**src/rtl/vdp_pkg.sv**
```systemverilog
// Shared VDP definitions: register-bus widths and the register-write record
// passed between the copper, host decode and the register file.
package vdp_pkg;
   localparam int VDP_REG_ADDR_WIDTH = 6;
   localparam int VDP_REG_DATA_WIDTH = 16;

   typedef struct packed {
      logic [VDP_REG_ADDR_WIDTH-1:0] address;
      logic [VDP_REG_DATA_WIDTH-1:0] data;
   } vdp_reg_write_t;
endpackage

```
**src/rtl/vdp_reg_write_fifo.sv**
```systemverilog
// Synchronous FIFO of register writes. The head entry is held in a register
// so it can be presented the cycle after it becomes the head.
module vdp_reg_write_fifo
   import vdp_pkg::*;
#(
   parameter  int FIFO_DEPTH = 4,
   localparam int PTR_W      = $clog2(FIFO_DEPTH),
   localparam int CNT_W      = PTR_W + 1
) (
   input  logic           clk,
   input  logic           reset,
   input  logic           push,
   input  vdp_reg_write_t push_data,
   input  logic           pop,
   input  logic           flush,
   output vdp_reg_write_t head,
   output logic           full,
   output logic           empty,
   output logic [CNT_W-1:0] count
);
   vdp_reg_write_t   mem [FIFO_DEPTH];
   vdp_reg_write_t   head_reg;
   logic [PTR_W-1:0] rd_ptr_reg, wr_ptr_reg, rd_ptr_next;
   logic [CNT_W-1:0] count_reg, count_next;
   logic             do_push, do_pop;

   assign full  = (count_reg == CNT_W'(FIFO_DEPTH));
   assign empty = (count_reg == '0);
   assign count = count_reg;
   assign head  = head_reg;

   // A full FIFO still accepts a push when the head leaves in the same cycle.
   assign do_pop      = pop && !empty;
   assign do_push     = push && !flush && (!full || do_pop);
   assign rd_ptr_next = do_pop ? rd_ptr_reg + PTR_W'(1) : rd_ptr_reg;

   always_comb begin
      count_next = count_reg;
      if (do_push && !do_pop)
         count_next = count_reg + CNT_W'(1);
      else if (!do_push && do_pop)
         count_next = count_reg - CNT_W'(1);
   end

   always_ff @(posedge clk) begin
      if (reset || flush) begin
         rd_ptr_reg <= '0;
         wr_ptr_reg <= '0;
         count_reg  <= '0;
      end else begin
         rd_ptr_reg <= rd_ptr_next;
         if (do_push)
            wr_ptr_reg <= wr_ptr_reg + PTR_W'(1);
         count_reg <= count_next;
      end
   end

   always_ff @(posedge clk) begin
      if (do_push)
         mem[wr_ptr_reg] <= push_data;
   end

   // Next head comes from the incoming write when it lands in the head slot.
   always_ff @(posedge clk) begin
      if (do_push && (wr_ptr_reg == rd_ptr_next))
         head_reg <= push_data;
      else
         head_reg <= mem[rd_ptr_next];
   end
endmodule

```
**src/rtl/vdp_reg_write_arbiter.sv**
```systemverilog
// Merges buffered copper register writes with priority host writes into the
// single VDP register-file write port.
module vdp_reg_write_arbiter
   import vdp_pkg::*;
#(
   parameter int FIFO_DEPTH = 4
) (
   input  logic                          clk,
   input  logic                          reset,
   input  logic                          copper_enable,
   input  logic [VDP_REG_ADDR_WIDTH-1:0] copper_write_address,
   input  logic [VDP_REG_DATA_WIDTH-1:0] copper_write_data,
   input  logic                          copper_write_en,
   output logic                          copper_write_ready,
   input  logic [VDP_REG_ADDR_WIDTH-1:0] host_write_address,
   input  logic [VDP_REG_DATA_WIDTH-1:0] host_write_data,
   input  logic                          host_write_en,
   output logic [VDP_REG_ADDR_WIDTH-1:0] reg_write_address,
   output logic [VDP_REG_DATA_WIDTH-1:0] reg_write_data,
   output logic                          reg_write_en,
   output logic                          overflow,
   input  logic                          overflow_clear
);
   localparam int CNT_W = $clog2(FIFO_DEPTH) + 1;

   vdp_reg_write_t   fifo_head, copper_entry;
   logic             fifo_full, fifo_empty, fifo_pop, push_req, push_accept, drop;
   logic [CNT_W-1:0] fifo_count, count_next, free_next;

   assign copper_entry = '{address: copper_write_address, data: copper_write_data};

   assign fifo_pop    = !host_write_en && !fifo_empty;
   assign push_req    = copper_write_en && copper_enable;
   assign push_accept = push_req && (!fifo_full || fifo_pop);
   assign drop        = push_req && fifo_full && !fifo_pop;

   // Occupancy after this edge, used so ready reflects the state the copper sees next.
   assign count_next = !copper_enable ? '0
                     : fifo_count + CNT_W'(push_accept) - CNT_W'(fifo_pop);
   assign free_next  = CNT_W'(FIFO_DEPTH) - count_next;

   vdp_reg_write_fifo #(.FIFO_DEPTH(FIFO_DEPTH)) u_fifo (
      .clk       (clk),
      .reset     (reset),
      .push      (push_req),
      .push_data (copper_entry),
      .pop       (fifo_pop),
      .flush     (!copper_enable),
      .head      (fifo_head),
      .full      (fifo_full),
      .empty     (fifo_empty),
      .count     (fifo_count)
   );

   always_ff @(posedge clk) begin
      if (reset) begin
         reg_write_en       <= 1'b0;
         reg_write_address  <= '0;
         reg_write_data     <= '0;
         copper_write_ready <= 1'b1;
         overflow           <= 1'b0;
      end else begin
         reg_write_en <= host_write_en || fifo_pop;
         if (host_write_en) begin
            reg_write_address <= host_write_address;
            reg_write_data    <= host_write_data;
         end else if (fifo_pop) begin
            reg_write_address <= fifo_head.address;
            reg_write_data    <= fifo_head.data;
         end
         copper_write_ready <= (free_next >= CNT_W'(2));
         if (drop)
            overflow <= 1'b1;
         else if (overflow_clear)
            overflow <= 1'b0;
      end
   end
endmodule

```
**config.mk**
```make
export PLATFORM = sky130hd
export DESIGN_NAME = vdp_reg_write_arbiter
export DESIGN_NICKNAME = d
export VERILOG_FILES = /design/src/rtl/vdp_pkg.sv /design/src/rtl/vdp_reg_write_fifo.sv /design/src/rtl/vdp_reg_write_arbiter.sv
export SDC_FILE = /design/constraint.sdc
export NUM_CORES = 1
export LEC_CHECK = 0
export BUFFER_PORTS_ARGS = -buffer_cell sky130_fd_sc_hd__buf_2
export CELL_PAD_IN_SITES_DETAIL_PLACEMENT = 0
export CELL_PAD_IN_SITES_GLOBAL_PLACEMENT = 2
export CORE_AREA = 2 2 116 118
export CTS_BUF_LIST = sky130_fd_sc_hd__clkbuf_16
export DETAILED_ROUTE_END_ITERATION = 10
export DIE_AREA = 0 0 118 120
export GPL_TIMING_DRIVEN = 0
export PLACE_DENSITY_LB_ADDON = 0.08
export SYNTH_ARGS = -nofsm -noshare
export SYNTH_HDL_FRONTEND = slang
export SYNTH_SLANG_ARGS = --single-unit
```
**constraint.sdc**
```tcl
create_clock -name clk -period 2.8 [get_ports clk]
set_clock_uncertainty 0.05 [all_clocks]
set_input_delay 0.14 -clock clk [delete_from_list [all_inputs] [get_ports clk]]
set_output_delay 0.14 -clock clk [all_outputs]
set_load 0.02 [all_outputs]
```
Yosys cells after proc, flatten, opt, wreduce, memory -nomap -nowiden
Memories as Yosys holds them, arrays and structs flattened. A register that Yosys moved wholly into a read port is not among the register bits.
Cells that the tools add are included.

cells by class
  $add $sub $neg = 7
  magnitude comparators = 1
  eq/ne operators = 1
  mux-type cells = 12
  reduce and logical (&&, ||, !) cells = 25

operator list
  operator                                                                              number
  16-bit two-way mux                                                                    2
  6-bit two-way mux                                                                     2
  1-bit logical AND                                                                     10
  3-bit two-way mux                                                                     3
  1-bit logical NOT                                                                     7
  2-bit nonzero test                                                                    3
  2-bit by 1-bit adder with 2-bit output (second input constant)                        2
  1-bit logical OR                                                                      4
  1-bit two-way mux                                                                     4
  3-bit by 1-bit adder with 3-bit output                                                1
  3-bit by 1-bit adder with 3-bit output (second input constant)                        1
  3-bit equality test (second input constant)                                           1
  3-bit by 2-bit greater-or-equal comparator with 1-bit output (second input constant)  1
  3-bit logical NOT                                                                     1
  3-bit by 1-bit subtractor with 3-bit output                                           1
  3-bit by 1-bit subtractor with 3-bit output (second input constant)                   1
  3-bit subtractor (first input constant)                                               1
  2-bit two-way mux                                                                     1

storage, ports and cells
  flip-flop bits (word level) = 32
  memory bits (writable) = 88
  input port bits = 50
  output and inout bits = 25
  word-level logic and storage cells = 55
  memories = 1

memories
  memory      depth  width  read ports  clocked after memory_dff  write ports  RTL line                  source
  u_fifo.mem  4      22     1           1                         1            vdp_reg_write_fifo.sv:21  vdp_reg_write_t mem [FIFO_DEPTH];

Longest topological paths before layout
  depth after elaboration = 10
  mapped depth = 13

By module
Synthesis repeated with hierarchy kept, for this count alone.

second synthesis, totals
  cell total of the unflattened synthesis = 314
  area total of the unflattened synthesis = 5,031.1 um2

by module, submodules not included
  module                 times used  cells an instance  area an instance (um2)  sequential area each (um2)
  vdp_reg_write_fifo     1           163                3,663.5                 2,822.7
  vdp_reg_write_arbiter  1           151                1,367.6                 500.5

Least setup slack after synthesis
No wires, ideal clock.

  kind = register -> register
  start = register u_fifo.count_reg[0] (netlist: u_fifo.count[0])
  end = register copper_write_ready
  setup time = 128 ps
  arrival = 2,271 ps
  required time = 2,622 ps
  slack = 351 ps
  stages on the path, launching flop included = 13
  path buffers = 0
  path through = dfxtp_1 > nor3_1 > nor2_1 > ha_1 > inv_1 > ha_1 > fa_1 > and2_1 > inv_1 > ha_1 > inv_1 > a21oi_1 > nand4b_1

on the way
  longest elaborated chain between the ends = 10

ends and longest elaborated chain
  what                                                            RTL line                     source
  start, declared                                                 vdp_reg_write_fifo.sv:24     logic [CNT_W-1:0] count_reg, count_next;
  start signal, assigned                                          vdp_reg_write_fifo.sv:54     count_reg <= count_next;
  3-bit logical NOT                                               vdp_reg_write_fifo.sv:28     assign empty = (count_reg == '0);
  1-bit logical NOT                                               vdp_reg_write_arbiter.sv:32  assign fifo_pop = !host_write_en && !fifo_empty;
  1-bit logical AND                                               vdp_reg_write_arbiter.sv:32
  1-bit logical OR                                                vdp_reg_write_arbiter.sv:34  assign push_accept = push_req && (!fifo_full || fifo_pop);
  1-bit logical AND                                               vdp_reg_write_arbiter.sv:34
  3-bit by 1-bit adder with 3-bit output                          vdp_reg_write_arbiter.sv:39  : fifo_count + CNT_W'(push_accept) - CNT_W'(fifo_pop);
  3-bit by 1-bit subtractor with 3-bit output *                   vdp_reg_write_arbiter.sv:39
  3-bit two-way mux *                                             vdp_reg_write_arbiter.sv:38  assign count_next = !copper_enable ? '0
  3-bit subtractor *                                              vdp_reg_write_arbiter.sv:40  assign free_next = CNT_W'(FIFO_DEPTH) - count_next;
  3-bit by 2-bit greater-or-equal comparator with 1-bit output *  vdp_reg_write_arbiter.sv:71  copper_write_ready <= (free_next >= CNT_W'(2));
  end signal, assigned                                            vdp_reg_write_arbiter.sv:71
  end, declared                                                   vdp_reg_write_arbiter.sv:14  output logic copper_write_ready,

Mark *: on every way between the ends. The rest lies on a longest branch, timed or not.
A chain may end at the register's enable or synchronous reset.

Final worst setup path
Ends and elaborated chain as after synthesis.

==> run metrics <==
result of the run finished, final reports clean; critical path class reg -> reg; share of layout cells above drive strength 1 35.2%; Max VDD drop 0.000406 V; pwr dens 749 nW/um^2; syn nets 386; startpoint class of the critical path register; Die ar. 14200 um^2; first-pass GRT wire length 17.9 mm; number of fill cells in the layout 1186; number of rows created at floorplan 42; Core Util, Final 49.9%; register containing the most flip-flops in the final layout u_fifo.mem; clock insertion delay at the later pin of the skew report 410 ps; Max H-tree Level 4; Finished Layout Cells 631; post-synthesis average cell area 15.5 um^2; sinks on the clock net 122; endpoint class of the critical path register; routed wire length 11.4 mm; total negative slack for setup checks 0 ps; final worst-path setup slack 210 ps; maximum number of pins on one net before global-route repair 23; Max-Slew Margin vs Limit 14.4%; DP HPWL 7.11 mm; clock root cell sky130_fd_sc_hd__clkbuf_16; Iteration-0 DRC Markers 292; via count 3128; TritonCTS clock tree built; Placer Congestion 0.675; Seq/Total Area, Yosys 66.1%; Final ANT Viol Nets 0; number of synthesized register bits 122; arrival time of data at the critical path endpoint 2830 ps; worst min-delay path class in -> reg; unrepaired setup endpoints after global routing false; Setup Viol. Count Final 0; Static Leakage 2.43 nW; maximum count of clock buffers along a single path 2; transition time at the pin with the least slew margin 1280 ps; number of input and output port buffers inserted 73; Netlist Area Pre-Place 5030 um^2; Crit path required time 3040 ps; Synth warnings 0; DRC viols 0; Netlist cell types 35; total global-route track usage 17.1%; Finished Cell Area 6480 um^2; flip-flop count of the largest register after layout 88; Worst-path clk slew 60 ps; final-layout worst hold slack 80.4 ps; final clock period utilization by the worst path 92.5%; number of antenna violations at the first check in global routing 0; overall power consumption 4.85 mW; total CTS buffers 17; count of nets after finishing 503; Inserted Diodes 0; I/O pin count 75; sum of overflow across all layers after global routing 0; cell count after placement 574; Final Critical Period 2590 ps; number of failing hold endpoints at the final stage 0; 1st-pass router iterations 5; Post-Place Setup Slack -229 ps; starting utilization of the core area 38.7%; Area growth, synth to finish 28.8%; floorplan die height 120 um; number of cells produced by synthesis 325; area share of the leading cell type in the synthesized netlist 52.6%; number of max-cap violations 0; post-place instance area 5610 um^2; final-report max-slew violation count 0; biggest regs u_fifo.mem (88), reg_write_data (16), reg_write_address (6); post-detailed-route wirelength per cell 18.1 um; Max Clock Freq 0.386 GHz; number of global-route vias before repair 3158; die outline width 118 um; area leader, netlist sky130_fd_sc_hd__edfxtp_1; cell types occupying the most area after synthesis sky130_fd_sc_hd__edfxtp_1 (53%), sky130_fd_sc_hd__dfxtp_1 (14%), sky130_fd_sc_hd__a211oi_2 (5.5%), sky130_fd_sc_hd__mux2_1 (5.2%), sky130_fd_sc_hd__mux2_2 (4.9%); mean number of vias per cell 4.96; post-CTS setup repair buffer count 0; area of the core region 13000 um^2; biggest fanout along the worst timing path 7
==> routing by layer <==
metal / track usage (%) / vias to the layer above / wire (um)
met4: 5.87 / 0 / 136
met5: 0 / - / 0
met1: 22.6 / 1527 / 5440
met3: 4.90 / 14 / 575
met2: 27.0 / 85 / 5290
li1: - / 1502 / -
==> cell usage after synthesis <==
cell type                   count
sky130_fd_sc_hd__or3_1          2
sky130_fd_sc_hd__nor2_1        32
sky130_fd_sc_hd__clkbuf_1       8
sky130_fd_sc_hd__and3_1         4
sky130_fd_sc_hd__mux2i_1        1
sky130_fd_sc_hd__nand4b_1       1
sky130_fd_sc_hd__xnor3_1        1
sky130_fd_sc_hd__fa_1           2
sky130_fd_sc_hd__o21ai_1        1
sky130_fd_sc_hd__xor2_1         2
sky130_fd_sc_hd__buf_1          1
sky130_fd_sc_hd__nand3_1        3
sky130_fd_sc_hd__xnor2_1        1
sky130_fd_sc_hd__and2_0         1
sky130_fd_sc_hd__a21oi_1        6
sky130_fd_sc_hd__mux2_2        22
sky130_fd_sc_hd__nand2b_1       1
sky130_fd_sc_hd__a211oi_2      22
sky130_fd_sc_hd__nand4bb_1      1
sky130_fd_sc_hd__and4bb_2       1
sky130_fd_sc_hd__nor3b_1        1
sky130_fd_sc_hd__a222oi_1      22
sky130_fd_sc_hd__ha_1           9
sky130_fd_sc_hd__edfxtp_1      88
sky130_fd_sc_hd__dfxtp_1       34
sky130_fd_sc_hd__or4_1          1
sky130_fd_sc_hd__and2_1         1
sky130_fd_sc_hd__inv_1         11
sky130_fd_sc_hd__mux2_1        23
sky130_fd_sc_hd__nor2b_1        3
sky130_fd_sc_hd__nor3_1         1
sky130_fd_sc_hd__buf_2          7
sky130_fd_sc_hd__buf_6          5
sky130_fd_sc_hd__o21ai_0        3
sky130_fd_sc_hd__nand2_1        3
==> worst max-delay path, stage by stage, from the launching register on <==
cell                       delay [ps]
sky130_fd_sc_hd__dfxtp_1          390
sky130_fd_sc_hd__nor3_2           270
sky130_fd_sc_hd__nor2_1           100
sky130_fd_sc_hd__ha_1             300
sky130_fd_sc_hd__inv_1             40
sky130_fd_sc_hd__ha_1             200
sky130_fd_sc_hd__fa_1             480
sky130_fd_sc_hd__and2_1           150
sky130_fd_sc_hd__inv_1             50
sky130_fd_sc_hd__ha_1             180
sky130_fd_sc_hd__inv_1             70
sky130_fd_sc_hd__a21oi_1           40
sky130_fd_sc_hd__nand4b_1         160
==> final cells by class <==
type | instances | area (um^2) | share of cell area (%)
Buffer | 21 | 125 | 1.93
Clock buffer | 17 | 425 | 6.57
Clock inverter | 15 | 183 | 2.82
Inverter | 11 | 41.3 | 0.637
Multi-Input combinational cell | 171 | 1540 | 23.8
Sequential cell | 122 | 3320 | 51.3
Tap cell | 176 | 220 | 3.40
Timing Repair Buffer | 98 | 616 | 9.50
==> worst paths after layout <==
path,from,endpoint,slack (ps),cells after the start
setup / recovery,u_fifo.count[0],copper_write_ready,210,12
hold / removal,host_write_data[7],reg_write_data[7],80,3
setup reg to reg,u_fifo.count[0],copper_write_ready,210,12
hold reg to reg,u_fifo.rd_ptr_reg[1],register,460,2
==> what timing repair did <==
item,in CTS,in global routing
hold buffers,25,0
endpoints found under the setup margin,0,1
resized for setup,0,1
hold endpoints to repair,93,0
==> cell usage in the layout (no fill, tap or decap), types with 3 or more instances in the layout <==
cell type                       Yosys  layout
sky130_fd_sc_hd__clkbuf_16          0      17
sky130_fd_sc_hd__a222oi_1          22      22
sky130_fd_sc_hd__bufinv_16          0       4
sky130_fd_sc_hd__buf_6              5       5
sky130_fd_sc_hd__inv_1             11      12
sky130_fd_sc_hd__clkinv_2           0       3
sky130_fd_sc_hd__nor2_1            32      32
sky130_fd_sc_hd__o21ai_0            3       3
sky130_fd_sc_hd__nor2b_1            3       3
sky130_fd_sc_hd__nand2_1            3       3
sky130_fd_sc_hd__mux2_1            23      23
sky130_fd_sc_hd__buf_2              7      80
sky130_fd_sc_hd__dfxtp_1           34      34
sky130_fd_sc_hd__dlygate4sd3_1      0      25
sky130_fd_sc_hd__mux2_2            22      22
sky130_fd_sc_hd__clkinv_1           0       3
sky130_fd_sc_hd__clkbuf_1           8       8
sky130_fd_sc_hd__a21oi_1            6       6
sky130_fd_sc_hd__edfxtp_1          88      88
sky130_fd_sc_hd__a211oi_2          22      22
sky130_fd_sc_hd__ha_1               9       9
sky130_fd_sc_hd__and3_1             4       3
sky130_fd_sc_hd__nand3_1            3       3
==> cell families after synthesis <==
family	synth area share, %
AOI/OAI and AO/OA	10.9
xor gates and xnor gates	0.971
adders and majority gates	3.04
buffers and inverters	3.31
DFF	66.1
muxes	10.3
and+or+nand+nor	5.45
==> where the power goes <==
part | switching, mW | internal (mW) | leakage (nW) | total [mW]
clock network | 0.769 | 1.47 | 0.296 | 2.24
logic | 0.318 | 0.253 | 1.06 | 0.571
registers | 0.0340 | 2.01 | 1.08 | 2.04
total | 1.12 | 3.73 | 2.43 | 4.85
No activity file was read; power rests on OpenSTA's default activity.
